<file path="config.mk">
export PLATFORM = sky130hd
export DESIGN_NAME = ps2_rx
export DESIGN_NICKNAME = d
export VERILOG_FILES = /design/src/rtl/ps2_rx.sv
export SDC_FILE = /design/constraint.sdc
export NUM_CORES = 1
export LEC_CHECK = 0
export ABC_AREA = 1
export BUFFER_PORTS_ARGS = -buffer_cell sky130_fd_sc_hd__buf_2
export CAP_MARGIN = 10
export CORE_MARGIN = 2
export CORE_UTILIZATION = 25
export CTS_CLUSTER_DIAMETER = 80
export DETAILED_ROUTE_END_ITERATION = 16
export PLACE_DENSITY = 0.49
export SYNTH_ARGS = -nofsm -noshare
export SYNTH_HDL_FRONTEND = slang
export SYNTH_SLANG_ARGS = --single-unit
</file>
<file path="constraint.sdc">
create_clock -name clk -period 2.1 [get_ports clk]
set_input_delay 0.315 -clock clk [delete_from_list [all_inputs] [get_ports clk]]
set_output_delay 0.315 -clock clk [all_outputs]
set_load 0.05 [all_outputs]
</file>
<file path="src/rtl/ps2_rx.sv">
// PS/2 device-to-host receiver: synchronises and deglitches the pins, deserialises
// 11-bit odd-parity frames and reports each byte or fault with a one-cycle strobe.
module ps2_rx #(
    parameter int FILTER_LEN     = 8,
    parameter int TIMEOUT_CYCLES = 25000
) (
    input  logic       clk,
    input  logic       reset,
    input  logic       ps2_clk,
    input  logic       ps2_data,
    output logic [7:0] data,
    output logic       valid,
    output logic       error,
    output logic [1:0] err_code,
    output logic       busy
);

    localparam int CNT_W = (TIMEOUT_CYCLES > 1) ? $clog2(TIMEOUT_CYCLES) : 1;
    localparam logic [CNT_W-1:0] TO_LAST = CNT_W'(TIMEOUT_CYCLES - 1);

    localparam logic [1:0] ERR_PARITY  = 2'b01;
    localparam logic [1:0] ERR_FRAMING = 2'b10;
    localparam logic [1:0] ERR_TIMEOUT = 2'b11;

    typedef enum logic [1:0] {IDLE, DATA, PARITY, STOP} state_e;

    logic                  clk_meta_q, clk_meta_d, clk_sync_q, clk_sync_d;
    logic                  dat_meta_q, dat_meta_d, dat_sync_q, dat_sync_d;
    logic [FILTER_LEN-1:0] hist_q, hist_d;
    logic                  filt_q, filt_d, filt_prev_q, filt_prev_d;
    logic                  fall;

    state_e                state_q, state_d;
    logic [2:0]            bit_cnt_q, bit_cnt_d;
    logic [7:0]            shift_q, shift_d;
    logic                  par_q, par_d, par_ok_q, par_ok_d;
    logic [CNT_W-1:0]      to_cnt_q, to_cnt_d;
    logic [7:0]            data_q, data_d;
    logic                  valid_q, valid_d, error_q, error_d;
    logic [1:0]            err_code_q, err_code_d;

    // The filter looks at the history including the sample being shifted in this cycle,
    // so a pin edge reaches the FSM 2 + FILTER_LEN + 1 cycles later.
    always_comb begin
        clk_meta_d  = ps2_clk;
        clk_sync_d  = clk_meta_q;
        dat_meta_d  = ps2_data;
        dat_sync_d  = dat_meta_q;
        hist_d      = {hist_q[FILTER_LEN-2:0], clk_sync_q};
        filt_prev_d = filt_q;
        filt_d      = filt_q;
        if (hist_d == '0) begin
            filt_d = 1'b0;
        end else if (&hist_d) begin
            filt_d = 1'b1;
        end
        fall = filt_prev_q & ~filt_q;
    end

    always_comb begin
        // NOTE: every output of this block gets a default first, so no path leaves a latch.
        state_d    = state_q;
        bit_cnt_d  = bit_cnt_q;
        shift_d    = shift_q;
        par_d      = par_q;
        par_ok_d   = par_ok_q;
        to_cnt_d   = to_cnt_q;
        data_d     = data_q;
        valid_d    = 1'b0;
        error_d    = 1'b0;
        err_code_d = err_code_q;

        if (state_q == IDLE) begin
            to_cnt_d = '0;
            if (fall && !dat_sync_q) begin
                state_d   = DATA;
                bit_cnt_d = '0;
                par_d     = 1'b0;
            end
        end else if (fall) begin
            // A falling edge always beats a timeout landing in the same cycle.
            to_cnt_d = '0;
            unique case (state_q)
                DATA: begin
                    shift_d   = {dat_sync_q, shift_q[7:1]};
                    par_d     = par_q ^ dat_sync_q;
                    bit_cnt_d = bit_cnt_q + 3'd1;
                    if (bit_cnt_q == 3'd7) begin
                        state_d = PARITY;
                    end
                end
                PARITY: begin
                    par_ok_d = par_q ^ dat_sync_q;
                    state_d  = STOP;
                end
                default: begin
                    state_d = IDLE;
                    if (!dat_sync_q) begin
                        error_d    = 1'b1;
                        err_code_d = ERR_FRAMING;
                    end else if (!par_ok_q) begin
                        error_d    = 1'b1;
                        err_code_d = ERR_PARITY;
                    end else begin
                        data_d  = shift_q;
                        valid_d = 1'b1;
                    end
                end
            endcase
        end else if (to_cnt_q == TO_LAST) begin
            state_d    = IDLE;
            error_d    = 1'b1;
            err_code_d = ERR_TIMEOUT;
        end else begin
            to_cnt_d = to_cnt_q + 1'b1;
        end
    end

    // NOTE: non-blocking assignments keep every flop sampling its pre-edge input,
    // which is what makes the two-stage synchronisers actually two stages.
    always_ff @(posedge clk or posedge reset) begin
        if (reset) begin
            clk_meta_q  <= 1'b1;
            clk_sync_q  <= 1'b1;
            dat_meta_q  <= 1'b1;
            dat_sync_q  <= 1'b1;
            hist_q      <= '1;
            filt_q      <= 1'b1;
            filt_prev_q <= 1'b1;
            state_q     <= IDLE;
            bit_cnt_q   <= '0;
            shift_q     <= '0;
            par_q       <= 1'b0;
            par_ok_q    <= 1'b0;
            to_cnt_q    <= '0;
            data_q      <= '0;
            valid_q     <= 1'b0;
            error_q     <= 1'b0;
            err_code_q  <= '0;
        end else begin
            clk_meta_q  <= clk_meta_d;
            clk_sync_q  <= clk_sync_d;
            dat_meta_q  <= dat_meta_d;
            dat_sync_q  <= dat_sync_d;
            hist_q      <= hist_d;
            filt_q      <= filt_d;
            filt_prev_q <= filt_prev_d;
            state_q     <= state_d;
            bit_cnt_q   <= bit_cnt_d;
            shift_q     <= shift_d;
            par_q       <= par_d;
            par_ok_q    <= par_ok_d;
            to_cnt_q    <= to_cnt_d;
            data_q      <= data_d;
            valid_q     <= valid_d;
            error_q     <= error_d;
            err_code_q  <= err_code_d;
        end
    end

    assign data     = data_q;
    assign valid    = valid_q;
    assign error    = error_q;
    assign err_code = err_code_q;
    assign busy     = (state_q != IDLE);

endmodule

</file>
==> flow_summary.yaml <==
worst_setup_path:
  worstPathArrival_ns: 1.63
  r2r_setup_slack_ns: 0.37
  endpoint_kind: "output pin"
  endpoint: "busy"
  crit_required_ns: 1.78
  reg2regPathDepth: 9
  critPathKind: "reg2out"
  startpoint_type: "flip-flop"
  path_max_fanout: 10
  startpoint: "state_q[1]"
  r2r-end: "state_q[1]"
  r2r_start: "state_q[1]"
global_routing:
  grt_max_degree: 27
  grt_overflow_total: 0
  grt_usage_pct: 8.800
  grt_pass1_vias: 1718
  grt_pass1_wl_um: 7914
  antenna_found_initial: 0
clock_tree:
  cts_sinks: 55
  root_buffer: "clkbuf_8"
  clockBufferDepth: 2
  post_cts_buffers: 0
  cts.clk_slew.worst_paths_ns: 0.11
  numCtsBuffers: 5
  cts_resized: 0
  holdBufCountCts: 0
  tritoncts: "yes"
  h-tree-depth: 2
  clk_latency_ns: 0.31
timing:
  setup_viol: 0
  fin_crit_ns: 1.944
  worst_pin_slew_ns: 0.6068
  fin_setup_tns_ns: 0
  timing.hold.ws_ns: 0.06562
  max_freq_ghz: 0.5143
  max_slew_margin_pct: 59.49
  rsz0062_at_grt: "no"
  skew_ns: 0.01820
  slew_violations: 0
  post-route-period-util_pct: 92.59
  finalHoldViolCount: 0
drt:
  ant_nets: 0
  dr.first_iter.drc_count: 116
  firstDrtPassIters: 4
  drt-wirelength-per-cell_um: 10.30
  drt_wl_total_um: 4520
  vias: 1747
  post_drt_via_cell_ratio: 3.979
  drc_errors: 0
floorplanning:
  die_h_um: 105.6
  num_rows: 37
  core-area_um2: 10180
  ios: 17
  fp.dieW_um: 105.6
  die-area_um2: 11150
  start_util_pct: 25.33
job:
  drv_cap: 0
power:
  leakagePower_nw: 1.342
  power_density_nw_per_um2: 855.0
  peakVddDrop_uv: 408.1
synth:
  ys_warn_count: 0
  syn_nets: 292
  synth_compound_area_share_pct: 8.196
  synthMuxAreaShare_pct: 0
  synth_top_family_by_area: "simple AND/OR/NAND/NOR gates"
  synth_xor_area_share_pct: 1.358
  synthCells: 280
  yosysUniqueCellTypes: 29
  synth_seq_area_share_pct: 53.98
  syn_avg_cell_area_um2: 9.214
  synth.cell_area_um2: 2580
  yosys.area_share.adder_pct: 3.880
  synth_seq_cells: 55
  yosys.area_share.simple_pct: 25.75
hold_path:
  hp-class: "in2async"
place:
  post-dp-hpwl_um: 3260
  place_congestion: 0.7645
  dpl-instance-area_um2: 2828
  port_buffers: 16
finish:
  n_antenna_cell: 0
  fin_nets: 314
  post-route-util_pct: 28.73
  postLayoutCellArea_um2: 2927
  drive_gt1_share_pct: 25.74
  syn_to_final_growth_pct: 13.43
status:
  outcome: "completed"
-- kinds of logic after synthesis --
| logic type | count (synthesis) |
|---|---|
| AOI/OAI and AO/OA | 33 |
| adders and majority gates | 8 |
| and+or+nand+nor | 138 |
| buffers and inverters | 42 |
| DFF | 55 |
| xor gates and xnor gates | 4 |
-- worst max-delay path, cell delays in order (launching register included) --
cell     delay [ns]
dfrtp_1        0.44
inv_1          0.09
ha_1           0.25
inv_2          0.22
buf_2          0.32
-- stage by stage --
| step | instances | power (mW) | setup slack (ns) |
|---|---|---|---|
| after CTS | 439 | 2.558 | 0.1337 |
| after detailed placement | 431 | 1.906 | 0.3902 |
| after global routing | 439 | 2.684 | 0.06496 |
| after global placement | 431 | 1.899 | 0.4608 |
| after floorplan | 280 | 1.774 | 0.4512 |
| final | 439 | 2.502 | 0.1555 |
-- flip-flops by register name, summed over array words and instances (netlist names), 2 cells and up --
name	count
bit_cnt_q	3
data	8
to_cnt_q	15
state_q	2
shift_q	8
hist_q	7
err_code	2
-- routing by layer --
| layer | vias up | track usage [%] | part of all wire, % |
|---|---|---|---|
| li1 | 930 | - | - |
| met5 | - | 0 | 0 |
| met2 | 11 | 13.87 | 44 |
| met1 | 802 | 11.88 | 52 |
| met4 | 0 | 3.383 | 1.4 |
| met3 | 4 | 1.793 | 2.3 |
-- worst min-delay path by stage --
stage,from,depth (start not counted),end,slack (ns)
after floorplan,ps2_clk,0,clk_meta_q,0.32
after global placement,clk_meta_q,0,clk_sync_q,0.35
after detailed placement,dat_meta_q,0,dat_sync_q,0.35
after CTS,reset,2,to_cnt_q[12],0.07
after global routing,ps2_data,1,dat_meta_q,0.08
final,reset,2,to_cnt_q[9],0.07
-- cell usage in the layout, fill, tap and decap left out, types with 8 or more instances in the layout --
cell / Yosys / final
nand2_1: 61 / 61
dfrtp_1: 42 / 42
inv_1: 32 / 31
nor2_1: 28 / 28
buf_2: 0 / 16
nand3_1: 15 / 15
dfstp_2: 13 / 13
o21ai_1: 12 / 12
nand2_2: 11 / 11
inv_2: 7 / 8
ha_1: 8 / 8
-- synthesized netlist by cell type, drive strengths merged --
master   n  area share [%]
nand2   73              12
dfrtp   42              41
inv     39             5.7
nor2    35             6.7
o21ai   26             6.5
nand3   18             4.4
dfstp   13              13
ha       8             3.9
nor3     6             1.2
a21oi    5            0.97
nand4    4            0.97
buf      3             1.2
xnor2    2            0.68
xor2     2            0.68
a31oi    1            0.24
nand3b   1            0.29
nor4     1            0.24
o22ai    1            0.48
-- final cells by class --
cell class	count	area [um^2]
Clock buffer	6	82.58
Tap cell	136	170.2
Fill cell	1069	7258
Multi-Input combinational cell	183	1011
Clock inverter	2	16.27
Inverter	39	146.4
Sequential cell	55	1393
Timing Repair Buffer	18	107.6
-- power by group --
| part | switching [mW] | total (mW) | internal, mW | leakage, nW |
|---|---|---|---|---|
| logic | 0.450 | 0.627 | 0.177 | 0.581 |
| clock network | 0.352 | 0.622 | 0.270 | 0.0474 |
| registers | 0.0829 | 1.25 | 1.17 | 0.713 |
| total | 0.885 | 2.50 | 1.62 | 1.34 |
Note: power is estimated with default switching activity, not from simulation.
